`config.mk`:
```
export PLATFORM = sky130hd
export DESIGN_NAME = proc_execute
export DESIGN_NICKNAME = d
export VERILOG_FILES = /design/src/rtl/proc_execute.sv
export SDC_FILE = /design/constraint.sdc
export NUM_CORES = 1
export LEC_CHECK = 0
export BUFFER_PORTS_ARGS = -buffer_cell sky130_fd_sc_hd__buf_2
export CAP_MARGIN = 10
export CORE_ASPECT_RATIO = 1.4
export CORE_MARGIN = 2
export CORE_UTILIZATION = 55
export DETAILED_ROUTE_END_ITERATION = 10
export GPL_ROUTABILITY_DRIVEN = 0
export GPL_TIMING_DRIVEN = 0
export PLACE_DENSITY_LB_ADDON = 0.12
export REMOVE_ABC_BUFFERS = 1
export SYNTH_ARGS = -nofsm -noshare
export SYNTH_HDL_FRONTEND = slang
export SYNTH_SLANG_ARGS = --single-unit
```
`constraint.sdc`:
```
create_clock -name vclk -period 8.14
set_input_delay 0.407 -clock vclk [all_inputs]
set_output_delay 0.407 -clock vclk [all_outputs]
set_load 0.01 [all_outputs]
```
`src/rtl/proc_execute.sv`:
```
// Execute stage of the 16-bit unpipelined processor: operand select, single-cycle ALU,
// and an optional iterative shift-add multiplier built when PROC_EXECUTE_MUL_EN is defined.
module proc_execute (
  input  logic        clk,
  input  logic        rst,
  input  logic        instr_valid,
  input  logic [3:0]  aluOp,
  input  logic        aluSrc,
  input  logic [15:0] read_data1,
  input  logic [15:0] read_data2,
  input  logic [15:0] immediate,
  output logic [15:0] alu_result,
  output logic        zero,
  output logic        stall,
  output logic        err
);

  localparam logic [1:0] ST_IDLE = 2'd0;
  localparam logic [1:0] ST_BUSY = 2'd1;
  localparam logic [1:0] ST_DONE = 2'd2;

  localparam logic [3:0] OP_MUL = 4'hE;
  localparam logic [3:0] OP_RSV = 4'hF;

  function automatic logic [15:0] bit_reverse(input logic [15:0] v);
    logic [15:0] r;
    for (int i = 0; i < 16; i++) begin
      r[i] = v[15-i];
    end
    return r;
  endfunction

  logic [15:0] op_b_s;
  logic [3:0]  shamt_s;
  logic [16:0] sum_s;
  logic [31:0] rot_l_s;
  logic [31:0] rot_r_s;
  logic [15:0] alu_comb_s;
  logic [1:0]  state_r;
  logic        mul_start_s;
  logic        mul_illegal_s;
  logic [15:0] product_s;

  // Combinational ALU over the selected operands; rotates use a doubled copy of A.
  always_comb begin
    op_b_s     = aluSrc ? immediate : read_data2;
    shamt_s    = op_b_s[3:0];
    sum_s      = {1'b0, read_data1} + {1'b0, op_b_s};
    rot_l_s    = {read_data1, read_data1} << shamt_s;
    rot_r_s    = {read_data1, read_data1} >> shamt_s;
    alu_comb_s = 16'h0000;
    case (aluOp)
      4'h0:    alu_comb_s = sum_s[15:0];
      4'h1:    alu_comb_s = op_b_s - read_data1;
      4'h2:    alu_comb_s = read_data1 ^ op_b_s;
      4'h3:    alu_comb_s = read_data1 & ~op_b_s;
      4'h4:    alu_comb_s = rot_l_s[31:16];
      4'h5:    alu_comb_s = read_data1 << shamt_s;
      4'h6:    alu_comb_s = rot_r_s[15:0];
      4'h7:    alu_comb_s = read_data1 >> shamt_s;
      4'h8:    alu_comb_s = {15'h0000, (read_data1 == op_b_s)};
      4'h9:    alu_comb_s = {15'h0000, ($signed(read_data1) < $signed(op_b_s))};
      4'hA:    alu_comb_s = {15'h0000, ($signed(read_data1) <= $signed(op_b_s))};
      4'hB:    alu_comb_s = {15'h0000, sum_s[16]};
      4'hC:    alu_comb_s = bit_reverse(read_data1);
      4'hD:    alu_comb_s = op_b_s;
      default: alu_comb_s = 16'h0000;
    endcase
  end

`ifdef PROC_EXECUTE_MUL_EN
  logic [3:0]  cnt_r;
  logic [31:0] acc_r;
  logic [15:0] mul_a_r;
  logic [15:0] mul_b_r;

  assign mul_start_s   = (state_r == ST_IDLE) && instr_valid && (aluOp == OP_MUL);
  assign mul_illegal_s = 1'b0;
  assign product_s     = acc_r[15:0];

  // Multiplier FSM: latch operands, then add one shifted partial product per cycle, LSB first.
  always_ff @(posedge clk or posedge rst) begin
    if (rst) begin
      state_r <= ST_IDLE;
      cnt_r   <= 4'd0;
      acc_r   <= 32'h0000_0000;
      mul_a_r <= 16'h0000;
      mul_b_r <= 16'h0000;
    end else begin
      case (state_r)
        ST_IDLE: begin
          if (mul_start_s) begin
            mul_a_r <= read_data1;
            mul_b_r <= op_b_s;
            acc_r   <= 32'h0000_0000;
            cnt_r   <= 4'd0;
            state_r <= ST_BUSY;
          end
        end
        ST_BUSY: begin
          if (mul_b_r[cnt_r]) begin
            acc_r <= acc_r + ({16'h0000, mul_a_r} << cnt_r);
          end
          cnt_r <= cnt_r + 4'd1;
          if (cnt_r == 4'd15) begin
            state_r <= ST_DONE;
          end
        end
        ST_DONE: state_r <= ST_IDLE;
        default: state_r <= ST_IDLE;
      endcase
    end
  end
`else
  logic unused_clk_s;

  assign unused_clk_s  = clk;
  assign state_r       = ST_IDLE;
  assign mul_start_s   = 1'b0;
  assign mul_illegal_s = 1'b1;
  assign product_s     = 16'h0000;
`endif

  // Output mux; reset forces the control outputs low while the ALU stays live.
  always_comb begin
    if (state_r == ST_DONE) begin
      alu_result = product_s;
    end else begin
      alu_result = alu_comb_s;
    end
    zero  = (alu_result == 16'h0000);
    stall = !rst && (mul_start_s || (state_r == ST_BUSY));
    err   = !rst && instr_valid &&
            ((aluOp == OP_RSV) || ((aluOp == OP_MUL) && mul_illegal_s));
  end

endmodule

```
# After elaboration in Yosys (flattened, before gate mapping)
# Index checks and enable logic that the tools add are counted.
dict set report op_classes {
  addsub 2
  mul 0
  div_mod_pow 0
  order_cmp 2
  n_eq_ne 16
  shift 4
  mux 2
  bitwise 3
  reduce_logical 6
}
# operator n
set op_table {}
lappend op_table {{16-bit case mux with 14 select lines} 1}
lappend op_table {{4-bit == test, second input constant} 8}
lappend op_table {{32-bit by 4-bit left shift with 32-bit output} 1}
lappend op_table {{32-bit by 4-bit right shift with 16-bit output} 1}
lappend op_table {{16-bit by 16-bit adder with 17-bit output} 1}
lappend op_table {{16-bit bitwise AND} 1}
lappend op_table {{16-bit == test} 1}
lappend op_table {{4-bit by 3-bit == test with 1-bit output, second input constant} 4}
lappend op_table {{16-bit less-or-equal comparator} 1}
lappend op_table {{16-bit zero test} 1}
lappend op_table {{16-bit less-than comparator} 1}
lappend op_table {{16-bit 2-to-1 mux} 1}
lappend op_table {{16-bit inverter} 1}
lappend op_table {{16-bit by 4-bit left shift with 16-bit output} 1}
lappend op_table {{16-bit by 4-bit right shift with 16-bit output} 1}
lappend op_table {{16-bit subtractor} 1}
lappend op_table {{16-bit bitwise XOR} 1}
lappend op_table {{4-bit by 2-bit == test with 1-bit output, second input constant} 2}
lappend op_table {{4-bit by 1-bit == test with 1-bit output, second input constant} 1}
lappend op_table {{4-bit zero test} 1}
lappend op_table {{1-bit logical AND} 2}
lappend op_table {{1-bit zero test} 1}
lappend op_table {{1-bit logical OR} 1}
dict set report word_totals {
  reg_bits 0
  latch_bits 0
  ram_bits 0
  mem_bits_ro 0
  word_cells 35
  mem_count 0
}

# Longest topological paths before layout
dict set report depth {
  depth_word 5
  mapped_depth 17
}

# Worst setup path before layout
# No wires, ideal clock.
dict set report synth_path {
  path_kind {input to output}
  from {input aluSrc}
  to {output zero}
  arrival_time_ns 4.309
  slack_ns 3.424
  cell_stages 15
  cell_sequence {buf_6 > mux2i_4 > inv_2 > buf_2 > buf_1 > ha_1 > nand2b_1 > a2111oi_1 > o311ai_1 > a21o_1 > nor2_1 > nor4_1 > o41ai_1 > or3b_1 > nor4_2}
}
dict set report synth_via {
  elab_chain_cells 5
  word_cells_on_any_way 15
}
# element line_no
set synth_lines {}
lappend synth_lines {{from (decl)} 8} ;# input logic aluSrc,
lappend synth_lines {{16-bit 2-to-1 mux (*)} 46} ;# op_b_s = aluSrc ? immediate : read_data2;
lappend synth_lines {{branches (longest 2 deep; another with 16-bit by 16-bit adder with 17-bit output)} -}
lappend synth_lines {{16-bit case mux with 14 select lines (*)} 52} ;# case (aluOp)
lappend synth_lines {{16-bit zero test (*)} 131} ;# zero = (alu_result == 16'h0000);
lappend synth_lines {{to (decl)} 13} ;# output logic zero,
# Every way passes the cells marked *.

# Worst setup path in the final report
# Ends and elaborated chain as after synthesis.

==> flow_summary_export.csv <==
group,metric,value,unit
run_status,run_status,"completed",
floorplanning,die_w,86.10,microns
synth,synth.mux.area_fraction,25.58,%
synth,syn_area,5190,sq um
timing,maxSlewViolCount,0,
grt,grt_util_all_layers,41.42,%
min_path,holdPathEnd,"err",
synth,ys_types,83,
timing,worst-slew-pin-transition,1168,ps
placement,count_of_buffers_inserted_at_the_top_level_ports,73,
grt,number_of_global_route_vias_before_repair,6105,
final_layout,nNetsFinal,818,
setup_path,cpMostUsedCell,"sky130_fd_sc_hd__buf_2",
setup_path,cp_slowest_stage_delay,1000,ps
grt,antenna_violations_before_repair,1,
synth,yosys-top-cells-area,"sky130_fd_sc_hd__mux4_2 13%, sky130_fd_sc_hd__ha_1 11%, sky130_fd_sc_hd__mux2i_1 8.3%, sky130_fd_sc_hd__a21oi_1 4.7%, sky130_fd_sc_hd__o21ai_0 3.8%",
synth,synth.yosys.seq_area_share,0,%
min_path,min_path_type,"in -> out",
timing,timing.max_slew.rel_slack,20.47,%
run,maxCapViolations,0,
timing,fmax,150.8,MHz
final_layout,final.clkbuf_count,0,
floorplanning,row_count,41,
timing,grt_setup_unrepaired,"false",
synth,yosysMostFrequentCell,"sky130_fd_sc_hd__clkbuf_1",
drt,num_vias,6399,
synth,synth-xor-area-share,1.350,%
setup_path,element_type_at_the_critical_path_start,"primary input",
floorplanning,ios,75,
min_path,worst_hold_startpoint,"rst",
drt,detail-route-antenna-nets,0,
pwr,power.ir.vdd_worst,37.69,uV
timing,report.final.hold_viol_count,0,
synth,synth_top_area_share,12.58,%
setup_path,cp-end-kind,"output pin",
final_layout,nFlopsAndLatches,0,
drt,finalWirelength,21820,microns
cts,postCtsSetupBuffers,0,
synth,synthesis.yosys.warnings,0,
timing,setup-tns-final,0,ps
floorplanning,coreArea,9080,sq um
synth,synth_top_area_cell,"sky130_fd_sc_hd__mux4_2",
synth,netlist_top_cells_count,"52 x sky130_fd_sc_hd__clkbuf_1, 50 x sky130_fd_sc_hd__nor2_1, 49 x sky130_fd_sc_hd__a21oi_1, 47 x sky130_fd_sc_hd__ha_1, 46 x sky130_fd_sc_hd__nand2_1",
floorplanning,die-height,118.9,microns
final_layout,nFillCells,890,
grt,grt_first_pass_wirelength,33320,microns
floorplanning,initial_core_util,57.16,%
synth,area_share_of_and_or_nand_nor_cells_after_synthesis,21.38,%
setup_path,cp.required,7730,ps
synth,syn_inst,702,
grt,global_route.overflow_total,0,
placement,detailed_place.area,5478,sq um
drt,drc_errors,0,
final_layout,layout-drive-gt1-share,19.55,%
final_layout,syn2layout_area_growth,5.545,%
synth,synth_adder_area_share,12.10,%
synth,post_synth.cell_area_avg,7.393,sq um
drt,first_pass_iters,6,
setup_path,worstPathCellList,"buf_2 > mux2i_4 > inv_2 > ha_1 > nand2b_1 > a2111oi_1 > o311ai_1 > a21o_1 > nor2_1 > nor4_1 > o41ai_1 > or3b_1 > nor4_2 > buf_2",
synth,synth_top_family_by_area,"compound AO/OA/AOI/OAI gates",
drt,post_drt_wl_per_cell,26.67,microns
min_path,min_path_cells,3,
cts,cts-hold-fix-buffers,0,
setup_path,crit_fanout,40,
final_layout,flip_flop_and_latch_area,0,sq um
placement,detailedPlacementHpwl,15940,microns
setup_path,worstPathArrival,6220,ps
timing,finalSetupViolations,0,
drt,via_per_inst,7.823,
setup_path,criticalPathCategory,"in -> out",
pwr,power.static_leakage,0.002288,uW
timing,min_period_over_period,81.46,%
cts,cts.repair.resized,0,
synth,synth_compound_area_share,30.18,%
drt,drt-initial-drc-count,776,
final_layout,final_area,5478,sq um
setup_path,critical_path.startpoint,"aluSrc",
setup_path,crit_slowest_cell,"sky130_fd_sc_hd__mux2i_4",
grt,largest_net_degree_at_the_start_of_global_routing,41,
final_layout,number_of_diodes,0,
pwr,cellPowerDensity,85.12,nW/um^2
floorplanning,floorplan.die_area,10240,sq um
timing,layout_min_cycle_time,6631,ps
[cells by family (layout without fill, tap and decap cells)]
kind of cell | after synthesis | after routing
XOR/XNOR | 8 | 8
AO/OA/AOI/OAI | 226 | 226
multiplexers | 88 | 88
adder cells (fa/ha/maj) | 49 | 49
AND/OR/NAND/NOR | 212 | 212
buffers and inverters | 118 | 127
other | 1 | 1
[critical path: cells and delay by family]
family / cells / cell delay, ps
buf+inv: 3 / 1350
fa+ha+maj: 1 / 550
simple gates: 5 / 980
mux: 1 / 1000
compound gates: 4 / 1910
[report_power, final]
group | switching [uW] | total, uW | internal (uW)
logic | 292 | 466 | 174
registers | 0 | 0 | 0
clock network | 0 | 0 | 0
total | 292 | 466 | 174
[stage by stage]
step / worst slack [ps] / std cells / hold slack [ps] / total power [uW] / util [%]
after global placement: 1156 / 812 / 1045 / 432.3 / 59.34
after global routing: 1336 / 818 / 1064 / 489.7 / 60.33
final: 1509 / 818 / 1050 / 466.3 / 60.33
after CTS: 1618 / 818 / 1051 / 444.1 / 60.33
after detailed placement: 1606 / 818 / 1051 / 442.1 / 60.33
after floorplan: 3215 / 632 / 861.5 / 292.9 / -
[how the worst max path moves through the flow]
stage / slack, ps / to / depth (start not counted)
6_report: 1510 / zero / 14
4_1_cts: 1620 / zero / 14
2_1_floorplan: 3210 / zero / 11
3_5_place_dp: 1610 / zero / 14
3_3_place_gp: 1160 / zero / 13
5_1_grt: 1340 / zero / 14
[layout make-up]
| cell class | count | area [sq um] | area share [%] |
|---|---|---|---|
| inverter | 48 | 182.7 | 3.335 |
| timing repair buffer | 79 | 426.7 | 7.789 |
| multi-input combinational | 584 | 4735 | 86.43 |
| tap | 107 | 133.9 | 2.444 |
[per-layer routing]
metal / part of all wire (%) / vias up / routed length, microns / global-route usage, %
li1: - / 2736 / - / -
met1: 33 / 2929 / 7091 / 47.69
met2: 44 / 558 / 9651 / 65.55
met3: 14 / 174 / 3053 / 12.13
met4: 9.2 / 2 / 2009 / 27.08
met5: 0.050 / - / 11 / 0
[cell usage in the layout, fill, tap and decap left out, types with 11 or more instances in the layout]
cell                       instances
sky130_fd_sc_hd__buf_2            73
sky130_fd_sc_hd__nor2_1           50
sky130_fd_sc_hd__a21oi_1          49
sky130_fd_sc_hd__ha_1             47
sky130_fd_sc_hd__nand2_1          46
sky130_fd_sc_hd__inv_1            44
sky130_fd_sc_hd__mux2i_1          42
sky130_fd_sc_hd__o21ai_0          39
sky130_fd_sc_hd__mux4_2           29
sky130_fd_sc_hd__nor3_1           19
sky130_fd_sc_hd__o211ai_1         16
sky130_fd_sc_hd__nand3_1          16
sky130_fd_sc_hd__o22ai_1          14
sky130_fd_sc_hd__nand4_1          13
sky130_fd_sc_hd__nand2b_1         12
sky130_fd_sc_hd__mux2_2           11
No activity file was read; power rests on OpenSTA's default activity.
